**src/rtl/gate_exerciser_4.sv**
```systemverilog
// Purpose : 4-gate (2-input) quad exerciser; walks 16 vectors over A/B, checks Y against GATE_FN, reports PASS/FAIL_CNT/FAIL_IDX.
// Latency : START at edge k -> DONE after edge k+16*(SETTLE+1); k+16*(SETTLE+3) with the Y synchronizer built in.
// Backpress: none; START is accepted only in IDLE/FIN and ignored while BUSY.
//
// Ports:
//   CLK, CLR_N (async active-low), START    : clock, reset, run request
//   A[3:0], B[3:0] -> device, Y[3:0] <- device : bit 3 = gate 1 ... bit 0 = gate 4
//   BUSY, DONE, PASS, FAIL_CNT[4:0], FAIL_IDX[3:0] : run status and results
// Build option: define GATE_EXERCISER_SYNC_Y_EN to pass Y through a 2-flop
// synchronizer before comparison (each vector then takes SETTLE+3 cycles).

module gate_exerciser_4 #(
    parameter int SETTLE  = 2,  // wait cycles per vector, 1..15
    parameter int GATE_FN = 0   // 0 OR, 1 AND, 2 NAND, 3 NOR, 4 XOR
) (
    input  logic       CLK,
    input  logic       CLR_N,
    input  logic       START,
    output logic [3:0] A,
    output logic [3:0] B,
    input  logic [3:0] Y,
    output logic       BUSY,
    output logic       DONE,
    output logic       PASS,
    output logic [4:0] FAIL_CNT,
    output logic [3:0] FAIL_IDX
);

    typedef enum logic [1:0] {
        S_IDLE  = 2'd0,
        S_WAIT  = 2'd1,
        S_CHECK = 2'd2,
        S_FIN   = 2'd3
    } state_t;

`ifdef GATE_EXERCISER_SYNC_Y_EN
    // Two extra wait cycles cover the synchronizer delay so CHECK sees the
    // settled response of the current vector.
    localparam int EXTRA = 2;
`else
    localparam int EXTRA = 0;
`endif
    localparam logic [4:0] CNT_LOAD = 5'(SETTLE + EXTRA);

    state_t     state, state_nx;
    logic [3:0] idx, idx_nx;
    logic [4:0] cnt, cnt_nx;
    logic [3:0] a_nx, b_nx;
    logic       busy_nx, done_nx, pass_nx;
    logic [4:0] fail_cnt_nx;
    logic [3:0] fail_idx_nx;
    logic [3:0] y_cmp;
    logic [3:0] y_exp;
    logic       mismatch;
    logic [4:0] fail_cnt_upd;

`ifdef GATE_EXERCISER_SYNC_Y_EN
    logic [3:0] y_s1, y_s2;

    always_ff @(posedge CLK or negedge CLR_N) begin
        if (!CLR_N) begin
            y_s1 <= '0;
            y_s2 <= '0;
        end else begin
            y_s1 <= Y;
            y_s2 <= y_s1;
        end
    end

    assign y_cmp = y_s2;
`else
    assign y_cmp = Y;
`endif

    // Vector i exercises gate i/4 (bit 3-i/4, i.e. ~i[3:2]) with combo i%4:
    // (A,B) = (1,1),(0,1),(1,0),(0,0) -> A bit = ~i[0], B bit = ~i[1].
    function automatic logic [3:0] vec_a(input logic [3:0] i);
        logic [3:0] v;
        v = '0;
        v[~i[3:2]] = ~i[0];
        return v;
    endfunction

    function automatic logic [3:0] vec_b(input logic [3:0] i);
        logic [3:0] v;
        v = '0;
        v[~i[3:2]] = ~i[1];
        return v;
    endfunction

    // Expected response applies the gate to all four bits, so idle bits of
    // inverting gates (NAND/NOR) are expected high.
    function automatic logic [3:0] gate_expect(input logic [3:0] a, input logic [3:0] b);
        case (GATE_FN)
            0:       return a | b;
            1:       return a & b;
            2:       return ~(a & b);
            3:       return ~(a | b);
            default: return a ^ b;
        endcase
    endfunction

    assign y_exp        = gate_expect(A, B);
    assign mismatch     = (y_cmp != y_exp);
    // Saturate at 16 so the count never wraps.
    assign fail_cnt_upd = (mismatch && FAIL_CNT != 5'd16) ? FAIL_CNT + 5'd1 : FAIL_CNT;

    always_comb begin
        state_nx    = state;
        idx_nx      = idx;
        cnt_nx      = cnt;
        a_nx        = A;
        b_nx        = B;
        busy_nx     = BUSY;
        done_nx     = DONE;
        pass_nx     = PASS;
        fail_cnt_nx = FAIL_CNT;
        fail_idx_nx = FAIL_IDX;

        case (state)
            S_IDLE, S_FIN: begin
                if (START) begin
                    idx_nx      = 4'd0;
                    fail_cnt_nx = 5'd0;
                    fail_idx_nx = 4'd0;
                    pass_nx     = 1'b0;
                    done_nx     = 1'b0;
                    a_nx        = vec_a(4'd0);
                    b_nx        = vec_b(4'd0);
                    cnt_nx      = CNT_LOAD;
                    busy_nx     = 1'b1;
                    state_nx    = S_WAIT;
                end
            end

            S_WAIT: begin
                cnt_nx = cnt - 5'd1;
                if (cnt == 5'd1) begin
                    state_nx = S_CHECK;
                end
            end

            S_CHECK: begin
                fail_cnt_nx = fail_cnt_upd;
                if (mismatch && FAIL_CNT == 5'd0) begin
                    fail_idx_nx = idx;
                end
                if (idx != 4'd15) begin
                    idx_nx   = idx + 4'd1;
                    a_nx     = vec_a(idx + 4'd1);
                    b_nx     = vec_b(idx + 4'd1);
                    cnt_nx   = CNT_LOAD;
                    state_nx = S_WAIT;
                end else begin
                    a_nx     = 4'd0;
                    b_nx     = 4'd0;
                    busy_nx  = 1'b0;
                    done_nx  = 1'b1;
                    pass_nx  = (fail_cnt_upd == 5'd0);
                    state_nx = S_FIN;
                end
            end

            default: state_nx = S_IDLE;
        endcase
    end

    always_ff @(posedge CLK or negedge CLR_N) begin
        if (!CLR_N) begin
            state    <= S_IDLE;
            idx      <= '0;
            cnt      <= '0;
            A        <= '0;
            B        <= '0;
            BUSY     <= 1'b0;
            DONE     <= 1'b0;
            PASS     <= 1'b0;
            FAIL_CNT <= '0;
            FAIL_IDX <= '0;
        end else begin
            state    <= state_nx;
            idx      <= idx_nx;
            cnt      <= cnt_nx;
            A        <= a_nx;
            B        <= b_nx;
            BUSY     <= busy_nx;
            DONE     <= done_nx;
            PASS     <= pass_nx;
            FAIL_CNT <= fail_cnt_nx;
            FAIL_IDX <= fail_idx_nx;
        end
    end

endmodule

```
**config.mk**
```make
export PLATFORM = sky130hd
export DESIGN_NAME = gate_exerciser_4
export DESIGN_NICKNAME = d
export VERILOG_FILES = /design/src/rtl/gate_exerciser_4.sv
export SDC_FILE = /design/constraint.sdc
export NUM_CORES = 1
export LEC_CHECK = 0
export CAP_MARGIN = 20
export CORE_MARGIN = 2
export CORE_UTILIZATION = 24
export DETAILED_ROUTE_END_ITERATION = 10
export PLACE_DENSITY_LB_ADDON = 0.1
export SLEW_MARGIN = 5
export SYNTH_ARGS = -nofsm -noshare
export SYNTH_HDL_FRONTEND = slang
export SYNTH_SLANG_ARGS = --single-unit
```
**constraint.sdc**
```tcl
create_clock -name CLK -period 2.5 [get_ports CLK]
set_clock_uncertainty 0.2 [all_clocks]
set_input_delay 0.25 -clock CLK [delete_from_list [all_inputs] [get_ports CLK]]
set_output_delay 0.25 -clock CLK [all_outputs]
set_load 0.02 [all_outputs]
```
==> metrics.md <==
| Metric | Value |
|---|---|
| Setup TNS | 0 ps |
| Filler instances | between 700 and 800 |
| DIE AREA | about 8300 sq um |
| Synthesized area per cell | 8.981 sq um |
| Port Buffers | 26 |
| Critical-path maximum fanout | 11 |
| Root Driver | clkbuf_8 |
| FP Rows | 31 |
| Clock latency on the worst-skew pair | 280 ps |
| Status | finished, final reports clean |
| Longest Clk Path Bufs | 2 |
| Post-detailed-route count of antenna-violating nets | 0 |
| Peak Freq | around 0.45 GHz |
| Slew @ Worst Pin | 459.8 ps |
| Overflow after GRT | 0 |
| Synth Instances | 202 |
| Inst Count DP | 326 |
| Clock slew at reported path FFs | approximately 70 ps |
| Number of synthesized flops with an enable pin | 0 |
| Synth async-reset ratio | 100.0% |
| Net Count, Synth | 217 |
| Avg Vias per Cell | 4.542 |
| Quantity of gates resized following cts | 0 |
| WS Path Type | reg2reg |
| H-tree depth | 2 |
| Hold buffer count at cts | 0 |
| Pin count of the biggest net entering global routing | 32 |
| Number of antenna diodes | 0 |
| Final Hold Viols | 0 |
| Worst setup path endpoint | FAIL_IDX[0] |
| Global-route wire length before repair | 7893 microns |
| Pins Over Slew Limit | 0 |
| Number of global-route vias before repair | 1,505 |
| CTS sink count | 31 |
| CP endpoint kind | register |
| Sequential area share after synthesis | about 43% |
| # Post-CTS Setup Buffers | 0 |
| Layout Area Growth over Synthesis | 27.86% |
| Max_cap viols | 0 |
| DP Area | between 2000 and 2500 sq um |
| Fin cells | approximately 330 |
| P_sw | just under 800 uW |
| Vias | 1,517 |
| CTS tree | yes |
| CP startpoint | state[0] |
| Yosys warns | 0 |
| Iter 0 DRT Violations | 89 |
| Seq pwr share | 34.2% |
| Met1 wire length | 2473 microns |
| Routed length per instance | around 14 microns |
| Dominant cells by area after synthesis | dfrtp_1 43%, ha_1 5.5%, o21ai_0 5.0% |
| Internal power | ~1.2 mW |
| Power share of the combinational group | about 42% |
| R2R depth | 8 |
| RSZ-0062 raised after global routing | no |
| Gpl congestion | approximately 0.75 |
| # nets final | 249 |
| Register bit total from synthesis | 31 |
| FF-to-FF End | FAIL_IDX[0] |
| Peak supply drop | 0.5068 mV |
| Initial Utilization | about 25% |
| Highest routed layer | met4 |
| Static Leak | 0.9699 nW |
| TritonRoute pass-1 iters | 4 |
| CORE AREA | about 7300 sq um |
| R2r startpoint | state[0] |
| Cts bufs inserted | 5 |
| Area leader, netlist | dfrtp_1 |
| GRT Total Usage | 12.12% |
| Clock power frac | 23.5% |
| Metal2 WL | 1946 microns |
| Tcrit/Tclk final | between 80 and 90% |
| Crit path time final | around 2200 ps |
| Die height | 90.95 microns |
| Die width | between 90 and 100 microns |
| Synth Flop Type | dfrtp_1 |
| CP arrival | 2180 ps |
| Hold crit path type | in2async |
| Worst setup SP type | register |
| Unique masters post-synth | 43 |
| Register-to-Register Setup Slack | 300 ps |
| Met3 Wirelength | 185 microns |
| Post-synth top area share | 42.76% |
| Final instance area | 2320 sq um |
| Final setup fails | 0 |
| Net Sw Frac | 40.34% |
| Total routed wirelength | roughly 4700 microns |
| DRC Markers | 0 |
| Initial antenna violation count | 0 |
| Share of post-route cells with drive strength above 1 | 9.787% |
| IO Count | 27 |
| Max-slew headroom | 69.34% |
| Critical Path RT | between 2000 and 2500 ps |
| PwrDens | 835.8 nW/um^2 |
| Post-Synthesis Cell Area | about 1800 sq um |
| Dpl hpwl | 3354 microns |
## worst max-delay path, cell delays in order, from the launching register on
cell      delay [ps]
dfrtp_1          400
inv_1             70
ha_1             420
nand2_1          100
a21boi_1         140
buf_4            190
a21oi_2          300
nor2b_1           90
a31o_1           200
## cells in the final DEF, fill, tap and decap left out, types with 4 or more instances in the layout
cell,netlist,routed
a21oi_1,12,12
a22o_1,4,4
a31o_1,5,5
buf_4,1,8
clkbuf_8,0,7
clkdlybuf4s50_1,0,26
dfrtp_1,31,31
ha_1,8,8
inv_1,9,9
nand2_1,18,18
nand3_1,5,5
nor2_1,21,21
nor2b_1,8,8
o21ai_0,18,18
o21ai_1,6,6
or3_1,6,6
xnor2_1,4,4
## cells in the mapped netlist, types with 2 or more instances
| cell type | instances |
|---|---|
| nor2_1 | 21 |
| o31ai_1 | 3 |
| a22o_1 | 4 |
| o21ai_0 | 18 |
| a21oi_2 | 2 |
| o21ai_1 | 6 |
| nand3_1 | 5 |
| and2_1 | 2 |
| nand2b_1 | 2 |
| ha_1 | 8 |
| or3_1 | 6 |
| nor2b_1 | 8 |
| a21o_1 | 2 |
| dfrtp_1 | 31 |
| xnor2_1 | 4 |
| a21oi_1 | 12 |
| inv_1 | 9 |
| a31oi_1 | 3 |
| a32o_1 | 3 |
| clkbuf_1 | 7 |
| a31o_1 | 5 |
| nor3_1 | 3 |
| nand2_1 | 18 |
## cells by family (layout without fill, tap and decap cells)
kind of cell / after synthesis / count (layout) / synth area share [%]
AO/OA/AOI/OAI: 69 / 69 / 26.00
buffers and inverters: 19 / 52 / 4.207
multiplexers: 1 / 1 / 0.6206
AND/OR/NAND/NOR: 68 / 68 / 17.59
XOR/XNOR: 6 / 6 / 3.310
flip-flops: 31 / 31 / 42.76
adder cells (fa/ha/maj): 8 / 8 / 5.517
## through the flow
step / setup slack, ps / util (%) / hold WS, ps / power, mW
after floorplan: 382.1 / - / -245.6 / 1.229
after global placement: 162.5 / 30.44 / 276.7 / 1.506
after detailed placement: 157.6 / 30.44 / 276.9 / 1.504
after CTS: 286.0 / 31.81 / 181.6 / 1.969
after global routing: 129.0 / 31.81 / 208.8 / 2.102
final: 297.3 / 31.81 / 166.6 / 1.939
## flip-flops by register name, indices dropped and copies added, names as in the netlist
| name | count |
|---|---|
| FAIL_CNT | 5 |
| cnt | 5 |
| A | 4 |
| B | 4 |
| FAIL_IDX | 4 |
| idx | 4 |
| state | 2 |
| BUSY | 1 |
| DONE | 1 |
| PASS | 1 |
## cell type report
| type | instances | area (sq um) | share of cell area [%] |
|---|---|---|---|
| multi-input cells | 152 | 962.2 | 41.48 |
| well taps | 99 | 123.9 | 5.340 |
| flip-flops and latches | 31 | 775.7 | 33.44 |
| repair buffers | 34 | 320.3 | 13.81 |
| inverters | 10 | 37.54 | 1.618 |
| clock buffers | 8 | 100.1 | 4.315 |
## routing by layer
metal / vias up / global-route usage [%]
met5: - / 0
met4: 0 / 4.924
met3: 7 / 2.822
met2: 29 / 16.85
met1: 695 / 17.88
li1: 786 / -
## power groups by stage
| stage | registers, mW | clock network [mW] | logic (mW) |
|---|---|---|---|
| after detailed placement | 0.672 | 0 | 0.832 |
| after global routing | 0.680 | 0.484 | 0.938 |
| final | 0.663 | 0.455 | 0.821 |
| after floorplan | 0.675 | 0 | 0.553 |
| after CTS | 0.663 | 0.471 | 0.835 |
| after global placement | 0.673 | 0 | 0.833 |
## worst min-delay path by stage
stage / from / endpoint / slack [ps]
6_report: CLR_N / FAIL_IDX[3] / 170
3_3_place_gp: cnt[4] / cnt[4] / 280
5_1_grt: CLR_N / DONE / 210
2_1_floorplan: CLR_N / A[0] / -250
3_5_place_dp: cnt[4] / cnt[4] / 280
4_1_cts: CLR_N / FAIL_IDX[0] / 180
(Power assumes the default switching activity.)
